--- src/rtl/tim_arb_pkg.sv ---
// -----------------------------------------------------------------------------
// tim_arb_pkg
// Shared types and constants for the timer-bank APB arbiter.
//   - arb_state_e : FSM state encoding (IDLE / SETUP / ACCESS)
//   - tim_req_t   : one latched requester transfer (write flag, address, data)
//   - TIM_ADDR_W / TIM_DATA_W : APB address and data widths
//   - TIM_TIMEOUT_DEFAULT     : default ACCESS-phase wait limit
//   - TIM_WAIT_W              : width of the optional wait counter
// -----------------------------------------------------------------------------
package tim_arb_pkg;

  localparam int TIM_ADDR_W          = 32;
  localparam int TIM_DATA_W          = 32;
  localparam int TIM_TIMEOUT_DEFAULT = 16;
  localparam int TIM_WAIT_W          = 5;

  typedef enum logic [1:0] {
    ST_IDLE   = 2'b00,
    ST_SETUP  = 2'b01,
    ST_ACCESS = 2'b10
  } arb_state_e;

  typedef struct packed {
    logic                  write;
    logic [TIM_ADDR_W-1:0] addr;
    logic [TIM_DATA_W-1:0] wdata;
  } tim_req_t;

  // Select the transfer of the granted requester (sel = 1 picks port 1).
  function automatic tim_req_t pick_req(input logic sel,
                                        input tim_req_t r0,
                                        input tim_req_t r1);
    tim_req_t res;
    if (sel) begin
      res = r1;
    end else begin
      res = r0;
    end
    return res;
  endfunction

endpackage

--- src/rtl/tim_arb_rr.sv ---
// -----------------------------------------------------------------------------
// tim_arb_rr
// Combinational two-way round-robin picker.
// Ports:
//   valid[1:0]   in  : requesters with a pending transfer
//   last_grant   in  : index of the requester granted most recently
//   exclude[1:0] in  : requesters that may not be granted this cycle
//                      (their completion pulse is still visible to them)
//   grant[1:0]   out : one-hot winner, or zero when nobody is eligible
// -----------------------------------------------------------------------------
module tim_arb_rr
  import tim_arb_pkg::*;
(
  input  logic [1:0] valid,
  input  logic       last_grant,
  input  logic [1:0] exclude,
  output logic [1:0] grant
);

  logic [1:0] elig_s;

  // Pick the single eligible requester, or on a tie the one not served last.
  always_comb begin
    elig_s = valid & ~exclude;
    grant  = 2'b00;
    case (elig_s)
      2'b01:   grant = 2'b01;
      2'b10:   grant = 2'b10;
      2'b11: begin
        if (last_grant) begin
          grant = 2'b01;
        end else begin
          grant = 2'b10;
        end
      end
      default: grant = 2'b00;
    endcase
  end

endmodule

--- src/rtl/tim_apb_arbiter.sv ---
// -----------------------------------------------------------------------------
// tim_apb_arbiter
// Shares the timer APB slave port between two requesters (CPU bridge and
// configuration sequencer) with round-robin arbitration.
//
// Optional feature: define TIM_ARB_TIMEOUT_EN to enable an ACCESS-phase
// watchdog that aborts a transfer after TIMEOUT_CYCLES cycles without
// tim_pready and reports it through req*_err. Without the macro ACCESS waits
// indefinitely and req*_err are constant 0.
//
// Parameters:
//   TIMEOUT_CYCLES : ACCESS cycles to wait for tim_pready (watchdog only)
// Ports:
//   sys_clk, sys_rst          : clock, asynchronous active-high reset
//   reqN_valid/write/addr/wdata : requester N transfer request (held to done)
//   reqN_done                 : one-cycle completion pulse
//   reqN_rdata                : read data, held until next completion on N
//   reqN_err                  : watchdog expiry, valid with reqN_done
//   tim_psel/penable/pwrite/paddr/pwdata : APB master outputs
//   tim_prdata/pready         : APB slave responses
// -----------------------------------------------------------------------------
module tim_apb_arbiter
  import tim_arb_pkg::*;
#(
  parameter int TIMEOUT_CYCLES = TIM_TIMEOUT_DEFAULT
) (
  input  logic                  sys_clk,
  input  logic                  sys_rst,
  input  logic                  req0_valid,
  input  logic                  req0_write,
  input  logic [TIM_ADDR_W-1:0] req0_addr,
  input  logic [TIM_DATA_W-1:0] req0_wdata,
  output logic                  req0_done,
  output logic [TIM_DATA_W-1:0] req0_rdata,
  output logic                  req0_err,
  input  logic                  req1_valid,
  input  logic                  req1_write,
  input  logic [TIM_ADDR_W-1:0] req1_addr,
  input  logic [TIM_DATA_W-1:0] req1_wdata,
  output logic                  req1_done,
  output logic [TIM_DATA_W-1:0] req1_rdata,
  output logic                  req1_err,
  output logic                  tim_psel,
  output logic                  tim_penable,
  output logic                  tim_pwrite,
  output logic [TIM_ADDR_W-1:0] tim_paddr,
  output logic [TIM_DATA_W-1:0] tim_pwdata,
  input  logic [TIM_DATA_W-1:0] tim_prdata,
  input  logic                  tim_pready
);

  arb_state_e            state_r;
  logic                  owner_r;
  logic                  last_grant_r;
  logic [1:0]            grant_s;
  tim_req_t              req0_s;
  tim_req_t              req1_s;
  tim_req_t              win_s;

  logic                  psel_r;
  logic                  penable_r;
  logic                  pwrite_r;
  logic [TIM_ADDR_W-1:0] paddr_r;
  logic [TIM_DATA_W-1:0] pwdata_r;

  logic                  done0_r;
  logic                  done1_r;
  logic [TIM_DATA_W-1:0] rdata0_r;
  logic [TIM_DATA_W-1:0] rdata1_r;

  assign req0_s = {req0_write, req0_addr, req0_wdata};
  assign req1_s = {req1_write, req1_addr, req1_wdata};
  assign win_s  = pick_req(grant_s[1], req0_s, req1_s);

  // A port whose done is visible this cycle still shows valid for the
  // transfer that just finished, so it must not be granted again.
  tim_arb_rr u_rr (
    .valid      ({req1_valid, req0_valid}),
    .last_grant (last_grant_r),
    .exclude    ({done1_r, done0_r}),
    .grant      (grant_s)
  );

`ifdef TIM_ARB_TIMEOUT_EN
  // The counter holds the number of ACCESS cycles already spent without
  // pready; expiry fires when this cycle would bring it to TIMEOUT_CYCLES.
  localparam logic [TIM_WAIT_W-1:0] WAIT_LIMIT = TIM_WAIT_W'(TIMEOUT_CYCLES - 1);

  logic [TIM_WAIT_W-1:0] wait_cnt_r;
  logic                  expire_s;
  logic                  err0_r;
  logic                  err1_r;

  assign expire_s = (wait_cnt_r == WAIT_LIMIT);

  // ACCESS wait counter: cleared in SETUP, counts ACCESS cycles without pready.
  always_ff @(posedge sys_clk or posedge sys_rst) begin
    if (sys_rst) begin
      wait_cnt_r <= {TIM_WAIT_W{1'b0}};
    end else if (state_r == ST_SETUP) begin
      wait_cnt_r <= {TIM_WAIT_W{1'b0}};
    end else if ((state_r == ST_ACCESS) && !tim_pready) begin
      wait_cnt_r <= wait_cnt_r + {{(TIM_WAIT_W-1){1'b0}}, 1'b1};
    end else begin
      wait_cnt_r <= wait_cnt_r;
    end
  end

  assign req0_err = err0_r;
  assign req1_err = err1_r;
`else
  assign req0_err = 1'b0;
  assign req1_err = 1'b0;
`endif

  // Arbiter FSM with request latch, registered APB outputs and per-port
  // completion registers.
  always_ff @(posedge sys_clk or posedge sys_rst) begin
    if (sys_rst) begin
      state_r      <= ST_IDLE;
      owner_r      <= 1'b0;
      last_grant_r <= 1'b1;
      psel_r       <= 1'b0;
      penable_r    <= 1'b0;
      pwrite_r     <= 1'b0;
      paddr_r      <= {TIM_ADDR_W{1'b0}};
      pwdata_r     <= {TIM_DATA_W{1'b0}};
      done0_r      <= 1'b0;
      done1_r      <= 1'b0;
      rdata0_r     <= {TIM_DATA_W{1'b0}};
      rdata1_r     <= {TIM_DATA_W{1'b0}};
`ifdef TIM_ARB_TIMEOUT_EN
      err0_r       <= 1'b0;
      err1_r       <= 1'b0;
`endif
    end else begin
      done0_r <= 1'b0;
      done1_r <= 1'b0;
`ifdef TIM_ARB_TIMEOUT_EN
      err0_r  <= 1'b0;
      err1_r  <= 1'b0;
`endif
      case (state_r)
        ST_IDLE: begin
          if (grant_s != 2'b00) begin
            state_r      <= ST_SETUP;
            owner_r      <= grant_s[1];
            last_grant_r <= grant_s[1];
            psel_r       <= 1'b1;
            penable_r    <= 1'b0;
            pwrite_r     <= win_s.write;
            paddr_r      <= win_s.addr;
            pwdata_r     <= win_s.wdata;
          end else begin
            state_r <= ST_IDLE;
          end
        end

        ST_SETUP: begin
          state_r   <= ST_ACCESS;
          penable_r <= 1'b1;
        end

        ST_ACCESS: begin
          // pready wins over a simultaneous watchdog expiry.
          if (tim_pready) begin
            state_r   <= ST_IDLE;
            psel_r    <= 1'b0;
            penable_r <= 1'b0;
            pwrite_r  <= 1'b0;
            paddr_r   <= {TIM_ADDR_W{1'b0}};
            pwdata_r  <= {TIM_DATA_W{1'b0}};
            if (owner_r) begin
              done1_r <= 1'b1;
              if (!pwrite_r) begin
                rdata1_r <= tim_prdata;
              end
            end else begin
              done0_r <= 1'b1;
              if (!pwrite_r) begin
                rdata0_r <= tim_prdata;
              end
            end
          end
`ifdef TIM_ARB_TIMEOUT_EN
          else if (expire_s) begin
            state_r   <= ST_IDLE;
            psel_r    <= 1'b0;
            penable_r <= 1'b0;
            pwrite_r  <= 1'b0;
            paddr_r   <= {TIM_ADDR_W{1'b0}};
            pwdata_r  <= {TIM_DATA_W{1'b0}};
            if (owner_r) begin
              done1_r  <= 1'b1;
              err1_r   <= 1'b1;
              rdata1_r <= {TIM_DATA_W{1'b0}};
            end else begin
              done0_r  <= 1'b1;
              err0_r   <= 1'b1;
              rdata0_r <= {TIM_DATA_W{1'b0}};
            end
          end
`endif
          else begin
            state_r <= ST_ACCESS;
          end
        end

        default: begin
          state_r   <= ST_IDLE;
          psel_r    <= 1'b0;
          penable_r <= 1'b0;
          pwrite_r  <= 1'b0;
          paddr_r   <= {TIM_ADDR_W{1'b0}};
          pwdata_r  <= {TIM_DATA_W{1'b0}};
        end
      endcase
    end
  end

  assign tim_psel    = psel_r;
  assign tim_penable = penable_r;
  assign tim_pwrite  = pwrite_r;
  assign tim_paddr   = paddr_r;
  assign tim_pwdata  = pwdata_r;
  assign req0_done   = done0_r;
  assign req1_done   = done1_r;
  assign req0_rdata  = rdata0_r;
  assign req1_rdata  = rdata1_r;

endmodule

--- config.mk ---
export PLATFORM = sky130hd
export DESIGN_NAME = tim_apb_arbiter
export DESIGN_NICKNAME = d
export VERILOG_FILES = /design/src/rtl/tim_arb_pkg.sv /design/src/rtl/tim_arb_rr.sv /design/src/rtl/tim_apb_arbiter.sv
export SDC_FILE = /design/constraint.sdc
export NUM_CORES = 1
export LEC_CHECK = 0
export CAP_MARGIN = 0
export CORE_AREA = 2 2 124 126
export CTS_CLUSTER_DIAMETER = 80
export DETAILED_ROUTE_END_ITERATION = 7
export DIE_AREA = 0 0 126 128
export MAX_ROUTING_LAYER = met4
export PLACE_DENSITY = 0.85
export SYNTH_ARGS = -nofsm -noshare
export SYNTH_HDL_FRONTEND = slang
export SYNTH_SLANG_ARGS = --single-unit
--- constraint.sdc ---
create_clock -name sys_clk -period 11 [get_ports sys_clk]
set_clock_uncertainty 0.1 [all_clocks]
set_input_delay 1.65 -clock sys_clk [delete_from_list [all_inputs] [get_ports sys_clk]]
set_output_delay 1.65 -clock sys_clk [all_outputs]
set_load 0.02 [all_outputs]
==> metrics.txt, run 1 <==
DP HPWL=13.45 mm; # rows=45; Port Buf Inserts=299; gr ovfl total=0; DR pass1 iterations=7; reg2reg setup slack=8.08 ns; outcome=completed; Fin. Hold Viols=0; Layout Cells excl Fill=1014; Power Dens Cells=292.3 nW/um^2; Slew @ Worst Pin=1.188 ns; P_leak=0.004007 uW; Clk pin slew, worst setup/hold paths=0.06 ns; CTS Hold Bufs=0; Initial DRC Count=401; number of setup violations in the final report=0; Min-Delay Path Class=reg -> reg; RSZ-0062 raised after global routing=no; final wirelength=20.86 mm; Inserted Clock Buffers=17; Post-CTS Setup Bufs=0; number of synthesized register bits=137; die height=128 um; Post-Syn Instances=558; initial antenna violation count=0; Layout Nets=980; Max Cap Violations=0; dpl cells=982; Slew HR=0.2080; synthesis-to-layout area growth=55.10%; maximum VDD drop=0.0001489 V; width of the chip=126 um; Seq/Total Area, Yosys=0.5286; most common cell after layout, fill and taps aside=clkdlybuf4s50_1; Final ANT Viol Nets=0; post-synthesis cell area=6487 um^2; GRT Total Usage=0.2638; diodes inserted=0; critical path launch point type=input port; Worst Setup End Kind=flip-flop; H-tree levels=4; DRC viols=0; root buffer cell=clkbuf_16; final RePlAce weighted congestion=0.8294; vias=6084; FMAX=243.0 MHz; Hold Slack=0.3792 ns; count of cell types in the netlist=29; Syn Area/Cell=11.63 um^2; CP max FO=66; Initial Util=0.4364; die area=16130 um^2; Worst EP arrival=4.29 ns; Worst-Skew Late Latency=0.42 ns; post-route minimum period=4.116 ns; most frequent cells in the layout=clkdlybuf4s50_1 (299), dfrtp_1 (136); number of global-route vias before repair=6057; share of cells above drive strength 1=0.1416; Final Cycle Share=0.3742; CTS resizes=0; CTS tree=built; largest net degree at the start of global routing=86; critical setup path kind=in -> reg; io pins=302; vias per cell=6.000; setup_tns=0 ns; first-pass GRT wire length=32.60 mm; clk buf depth=2; CTS sink cnt=137; routed len/inst=20.57 um; Max Slew Vio Count=0; Worst Path Required=11.17 ns; Synthesis Warnings=0; area of the core=14860 um^2
[metrics by stage]
step / power [uW] / area (um^2) / setup WS, ns / util
finish: 2942 / 10060 / 6.884 / 0.6769
global route: 3091 / 10060 / 6.773 / 0.6769
CTS: 2959 / 10060 / 6.944 / 0.6769
detailed placement: 2384 / 9480 / 6.511 / 0.6378
global placement: 2347 / 9480 / 6.542 / 0.6378
floorplan: 1725 / 6491 / 5.584 / -
[state kept, by name, summed over array words and instances (netlist names)]
| name | cells |
|---|---|
| req0_rdata | 32 |
| req1_rdata | 32 |
| tim_paddr | 32 |
| tim_pwdata | 32 |
| state_r | 2 |
| last_grant_r | 1 |
| owner_r | 1 |
| req0_done | 1 |
| req1_done | 1 |
| tim_penable | 1 |
| tim_psel | 1 |
| tim_pwrite | 1 |
[layer usage]
layer  global-route usage  vias up  part of all wire
met3              0.06302       64             0.082
met4               0.1144        0             0.037
met2               0.4162      384              0.49
met1               0.3265     2958              0.40
li1                     -     2678                 -
met5                    -        -                 0
[critical path, cell delays in order]
cell and delay, ns:
clkdlybuf4s50_1 0.49, nor2b_4 0.14, buf_4 0.56, o21a_2 0.64, buf_4 0.52, o211ai_1 0.18
[logic make-up after synthesis]
| kind of cell | after synthesis | share of synthesized area |
|---|---|---|
| compound gates | 135 | 0.1676 |
| mux | 66 | 0.1319 |
| buf+inv | 75 | 0.05689 |
| other cells | 1 | 0.0005780 |
| flops | 137 | 0.5286 |
| simple gates | 144 | 0.1144 |
[cell usage after synthesis]
library cell,count,share of area
dfrtp_1,136,0.52
nand2_1,65,0.038
nand4_1,65,0.063
o2111ai_1,65,0.088
o211ai_1,65,0.075
mux2_2,34,0.059
buf_2,31,0.024
mux2_4,30,0.069
clkbuf_1,26,0.015
buf_1,7,0.0041
buf_4,7,0.0081
buf_6,3,0.0052
nor2_1,3,0.0017
nor2b_1,3,0.0029
mux2_1,2,0.0035
nand2b_1,2,0.0019
nand3b_1,2,0.0023
a21o_1,1,0.0012
a21oi_1,1,0.00077
and4b_1,1,0.0015
conb_1,1,0.00058
dfstp_2,1,0.0041
inv_1,1,0.00058
nor3_2,1,0.0015
nor3b_1,1,0.0012
o21a_1,1,0.0012
o21ai_0,1,0.00077
o21ai_1,1,0.00077
or2_2,1,0.00096
[cell type report]
| type | instances | area, um^2 |
|---|---|---|
| Clock buffer | 20 | 466.7 |
| Timing Repair Buffer | 309 | 3068 |
| Multi-Input combinational cell | 347 | 2739 |
| Inverter | 1 | 8.758 |
| Fill cell | 1091 | 4802 |
| Tap cell | 188 | 235.2 |
| Clock inverter | 12 | 115.1 |
| Sequential cell | 137 | 3430 |
[report_power, final]
part | switching (uW) | internal (uW)
sequential | 145 | 740
combinational | 808 | 694
clock | 225 | 331
total | 1180 | 1760
[path summary, 6_finish.rpt]
check | start | to | depth (start not counted)
worst max-delay path | req1_valid | tim_pwdata[31] | 6
worst max register to register | state_r[1] | tim_pwdata[31] | 4
max in group asynchronous | sys_rst | req0_rdata[5] | 3
worst min register to register | tim_psel | tim_psel | 1
min in group asynchronous | sys_rst | tim_paddr[13] | 2
worst min-delay path | tim_psel | tim_psel | 1
Power figures use the tool's default switching activity.
==> run 2, diff against run 1 <==
--- a/config.mk
+++ b/config.mk
@@ -6,12 +6,12 @@
 export NUM_CORES = 1
 export LEC_CHECK = 0
 export CAP_MARGIN = 0
-export CORE_AREA = 2 2 124 126
+export CORE_AREA = 2 2 134 136
 export CTS_CLUSTER_DIAMETER = 80
 export DETAILED_ROUTE_END_ITERATION = 7
-export DIE_AREA = 0 0 126 128
+export DIE_AREA = 0 0 136 138
 export MAX_ROUTING_LAYER = met4
-export PLACE_DENSITY = 0.85
+export PLACE_DENSITY = 0.77
 export SYNTH_ARGS = -nofsm -noshare
 export SYNTH_HDL_FRONTEND = slang
 export SYNTH_SLANG_ARGS = --single-unit
==> constraint.sdc (replaced) <==
create_clock -name sys_clk -period 3.4 [get_ports sys_clk]
set_clock_uncertainty 0.1 [all_clocks]
set_input_delay 0.51 -clock sys_clk [delete_from_list [all_inputs] [get_ports sys_clk]]
set_output_delay 0.51 -clock sys_clk [all_outputs]
set_load 0.02 [all_outputs]
==> metrics.txt, run 2 (synthesized netlist as in run 1, its figures left out) <==
number of setup violations in the final report=0 (unchanged); Final ANT Viol Nets=0 (unchanged); Slew HR=0.4307 (+0.2227); width of the chip=136 um (+7.9%); buffers plus inverters on the worst setup path=2 (-1); die area=18770 um^2 (+16%); CTS resizes=0 (unchanged); Worst EP arrival=2.43 ns (-1.86 ns); root buffer cell=clkbuf_16; RSZ-0062 raised after global routing=no; CP delay by family, top=buffers and inverters; setup_tns=0 ns (unchanged); Layout Nets=988 (+0.82%); first-pass GRT wire length=34.23 mm (+5.0%); critical path launch point type=input port; worst flop-to-flop path endpoint=tim_pwdata[16]; P_leak=0.004086 uW (+2.0%); fin worst setup slack=1.164 ns (-5.720 ns); reg2reg start=state_r[1]; Post-DP Area=9653 um^2 (+1.8%); max incr delay on CP=0.50 ns (-0.14 ns); DP HPWL=14.91 mm (+11%); diodes inserted=0 (unchanged); Port Buf Inserts=299 (unchanged); Fin. Hold Viols=0 (unchanged); hold depth=1 (unchanged); critical setup path kind=in -> reg; final wirelength=22.20 mm (+6.4%); worst slack, placed=0.7553 ns (-5.755 ns); most common cell after layout, fill and taps aside=clkdlybuf4s50_1; Initial Util=0.3700 (-0.06646); Crit. path cell count=5 (-1); Max Slew Vio Count=0 (unchanged); synthesis-to-layout area growth=58.01%; critical path's slowest cell=clkdlybuf4s50_1; reg2reg setup slack=1.23 ns (-6.85 ns); clk buf depth=2 (unchanged); Final Util=0.5846 (-0.09231); die height=138 um (+7.8%); Worst Setup End Kind=flip-flop; routed len/inst=20.90 um (+1.6%); Final Cycle Share=0.6577; vias=6035 (-0.81%); io pins=302 (unchanged); maximum VDD drop=0.0004335 V (+190%); critical-path cell list=clkdlybuf4s50_1 -> and4b_1 -> nand2b_2 -> buf_4 -> mux2_4; initial antenna violation count=0 (unchanged); Power Dens Cells=948.1 nW/um^2 (+220%); Clk pin slew, worst setup/hold paths=0.06 ns (about the same); DRC viols=0 (unchanged); Filler cells=1469 (+35%); FMAX=447.2 MHz; CTS Hold Bufs=0 (unchanged); most frequent cells in the layout=clkdlybuf4s50_1 (299), dfrtp_1 (136); largest net degree at the start of global routing=91 (+5.8%); Worst Path Required=3.60 ns (-7.57 ns); CTS sink cnt=137 (unchanged); # rows=49 (+8.9%); post-route minimum period=2.236 ns; hold path start=req0_rdata[25]; share of cells above drive strength 1=0.1489 (+0.007213); final RePlAce weighted congestion=0.7813 (-5.8%); gr ovfl total=0 (unchanged); vias per cell=5.683 (-5.3%); Max Cap Violations=0 (unchanged); reg2reg path depth=4 (unchanged); Hold EP=req0_rdata[25]; Post-CTS Setup Bufs=0 (unchanged); H-tree levels=4 (unchanged); Worst-Skew Late Latency=0.41 ns (about the same); number of global-route vias before repair=6033 (-0.40%); Power Total=9719 uW (+230%); CP max FO=18 (-73%); outcome=completed; Min-Delay Path Class=reg -> reg; Initial DRC Count=305 (-24%); GRT Total Usage=0.2418 (-0.02198); Slew @ Worst Pin=0.8540 ns (-0.3340 ns); DR pass1 iterations=4 (-3); area of the core=17530 um^2 (+18%); CTS tree=built; Inserted Clock Buffers=17 (unchanged); final cell area excluding filler cells=10250 um^2 (+1.9%)
[run 2: how the worst max path moves through the flow]
stage                     from              to  slack [ns]
floorplan              sys_rst         owner_r        1.08
global placement    tim_pready  req1_rdata[21]        0.81
detailed placement  tim_pready  req1_rdata[16]        0.76
CTS                 tim_pready  req1_rdata[16]        1.18
global route        tim_pready  req1_rdata[18]        1.09
finish              tim_pready  req1_rdata[16]        1.16
[run 2: layout make-up]
type / instances / area, um^2 / area share
sequential: 137 / 3430 / 0.3346
tap: 229 / 286.5 / 0.02795
clock buffer: 17 / 425.4 / 0.04150
timing repair buffer: 317 / 3191 / 0.3112
multi-input combinational: 347 / 2739 / 0.2672
inverter: 1 / 7.507 / 0.0007323
clock inverter: 14 / 172.7 / 0.01684
[run 2: per-stage QoR]
| stage | hold WS (ns) | std cells |
|---|---|---|
| 2_1_floorplan | 0.3543 | 559 |
| 3_3_place_gp | 0.3695 | 1031 |
| 3_5_place_dp | 0.3782 | 1031 |
| 4_1_cts | 0.3922 | 1062 |
| 5_1_grt | 0.4006 | 1062 |
| 6_report | 0.3906 | 1062 |
[run 2: power breakdown]
part	internal, uW	switching (uW)
clock network	1160	736
logic	2310	2590
registers	2390	530
[run 2: worst register-to-register path: stages (launching register included)]
cell      delay [ns]
dfrtp_1         0.47
nor2_4          0.53
o21a_2          0.30
buf_4           0.43
o211ai_1        0.20
[run 2: routing by layer]
metal,routed length (um),GRT usage,vias up
met3,2148,0.06161,38
met1,9121,0.3140,2966
met4,468,0.07621,0
met5,0,-,-
li1,-,-,2698
met2,10460,0.3713,333
==> run 3, diff against run 2 <==
--- a/config.mk
+++ b/config.mk
@@ -6,12 +6,12 @@
 export NUM_CORES = 1
 export LEC_CHECK = 0
 export CAP_MARGIN = 0
-export CORE_AREA = 2 2 134 136
+export CORE_AREA = 2 2 128 130
 export CTS_CLUSTER_DIAMETER = 80
 export DETAILED_ROUTE_END_ITERATION = 7
-export DIE_AREA = 0 0 136 138
+export DIE_AREA = 0 0 130 132
 export MAX_ROUTING_LAYER = met4
-export PLACE_DENSITY = 0.77
+export PLACE_DENSITY = 0.8
 export SYNTH_ARGS = -nofsm -noshare
 export SYNTH_HDL_FRONTEND = slang
 export SYNTH_SLANG_ARGS = --single-unit
==> constraint.sdc (replaced) <==
create_clock -name sys_clk -period 2.08 [get_ports sys_clk]
set_clock_uncertainty 0.1 [all_clocks]
set_input_delay 0.312 -clock sys_clk [delete_from_list [all_inputs] [get_ports sys_clk]]
set_output_delay 0.312 -clock sys_clk [all_outputs]
set_load 0.02 [all_outputs]
==> metrics.txt, run 3 (synthesized netlist as in run 1, its figures left out) <==
outcome=completed; initial antenna violation count=1 (+1); final wirelength=22.31 mm (+0.49%); worst flop-to-flop path endpoint=req0_rdata[13]; Max Cap Violations=0 (unchanged); width of the chip=130 um (-4.4%); share of cells above drive strength 1=0.1529 (+0.004068); Worst Path Required=1.67 ns (-1.93 ns); fin worst setup slack=0.1477 ns (-1.016 ns); root buffer cell=clkbuf_16; Min-Delay Path Class=in -> async; die height=132 um (-4.3%); worst slack, placed=0.08832 ns (-0.6670 ns); RSZ-0062 raised after global routing=no; maximum VDD drop=0.0007375 V (+70%); critical path launch point type=flip-flop; FMAX=517.5 MHz; Layout Nets=994 (+0.61%); setup_tns=0 ns (unchanged); Port Buf Inserts=299 (unchanged); most common cell after layout, fill and taps aside=clkdlybuf4s50_1; number of global-route vias before repair=6306 (+4.5%); CTS sink cnt=137 (unchanged); Power Dens Cells=1518 nW/um^2 (+60%); buffers plus inverters on the worst setup path=1 (-1); CTS Hold Bufs=0 (unchanged); Clk pin slew, worst setup/hold paths=0.06 ns (about the same); Worst Setup End Kind=primary output; Hold Slack=0.1231 ns (-0.2676 ns); critical path's slowest cell=clkdlybuf4s50_1; # rows=46 (-6.1%); gr ovfl total=0 (unchanged); post-route minimum period=1.932 ns; CP delay by family, top=buffers and inverters; CTS resizes=0 (unchanged); Post-DP Area=9769 um^2 (+1.2%); Worst EP arrival=1.52 ns (-0.91 ns); DR pass1 iterations=5 (+1); Final Cycle Share=0.9290; reg2reg start=state_r[0]; Post-CTS Setup Bufs=0 (unchanged); CTS tree=built; number of setup violations in the final report=0 (unchanged); Initial Util=0.4129 (+0.04290); Fin. Hold Viols=0 (unchanged); Max Slew Vio Count=0 (unchanged); Final Util=0.6541 (+0.06946); DP HPWL=15.16 mm (+1.7%); io pins=302 (unchanged); clk buf depth=2 (unchanged); Inserted Clock Buffers=17 (unchanged); critical setup path kind=reg -> out; largest net degree at the start of global routing=89 (-2.2%); Final ANT Viol Nets=0 (unchanged); final RePlAce weighted congestion=0.8410 (+7.6%); footprint of the multi-input gates=2739 um^2 (unchanged); reg2reg setup slack=0.34 ns (-0.89 ns); critical-path cell list=clkdlybuf4s50_1; die area=17160 um^2 (-8.6%); most frequent cells in the layout=clkdlybuf4s50_1 (299), dfrtp_1 (136); Initial DRC Count=412 (+35%); final cell area excluding filler cells=10280 um^2 (+0.26%); vias per cell=5.824 (+2.5%); first-pass GRT wire length=34.41 mm (+0.53%); vias=6139 (+1.7%); reg2reg path depth=4 (unchanged); Slew HR=0.6528 (+0.2221); GRT Total Usage=0.2626 (+0.02080); storage element area=3430 um^2 (unchanged); Filler cells=1160 (-21%); CP max FO=4 (-14); DRC viols=0 (unchanged); P_leak=0.004097 uW (+0.26%); synthesis-to-layout area growth=58.42%; Worst-Skew Late Latency=0.40 ns (about the same); area of the core=15710 um^2 (-10%); max incr delay on CP=0.67 ns (+0.17 ns); routed len/inst=21.16 um (+1.2%); H-tree levels=4 (unchanged); Slew @ Worst Pin=0.5209 ns (-0.3331 ns)
-- run 3: cell count changes in the layout (fill, tap and decap cells not counted), sizes merged --
cell	delta
bufinv	-3
clkinv	-1
diode	+1
inv	-1
clkinvlp	+3
buf	+6
-- run 3: power by group --
group	switching, uW	internal, uW	leakage (uW)
combinational	4350	3910	0.00215
sequential	801	3910	0.00171
clock	1130	1500	0.000239
total	6290	9310	0.00410
-- run 3: final cells by class --
type | count | area share
Clock inverter | 12 | 0.007792
Sequential cell | 137 | 0.3337
Inverter | 1 | 0.0007305
Multi-Input combinational cell | 347 | 0.2665
Antenna cell | 1 | 0.0002435
Timing Repair Buffer | 323 | 0.3233
Tap cell | 216 | 0.02630
Clock buffer | 17 | 0.04139
-- run 3: worst max-delay path by stage --
stage / slack [ns] / startpoint / cells after the start / to
after floorplan: -0.04 / sys_rst / 1 / owner_r
after global placement: 0.12 / tim_pready / 5 / req0_rdata[14]
after detailed placement: 0.09 / tim_pready / 5 / req0_rdata[29]
after CTS: 0.09 / tim_pwrite / 1 / tim_pwrite
after global routing: 0.08 / tim_pwrite / 1 / tim_pwrite
final: 0.15 / tim_pwrite / 1 / tim_pwrite
-- run 3: through the flow --
| step | total power, uW | instances |
|---|---|---|
| 2_1_floorplan | 9122 | 559 |
| 3_3_place_gp | 12690 | 1024 |
| 3_5_place_dp | 12980 | 1024 |
| 4_1_cts | 15680 | 1053 |
| 5_1_grt | 16450 | 1054 |
| 6_report | 15600 | 1054 |
-- run 3: metal layers --
layer / routed length [um] / GRT usage / vias up
li1: - / - / 2702
met1: 8791 / 0.3199 / 3021
met2: 10920 / 0.4223 / 373
met3: 2139 / 0.07670 / 43
met4: 459 / 0.07766 / 0
met5: 0 / - / -
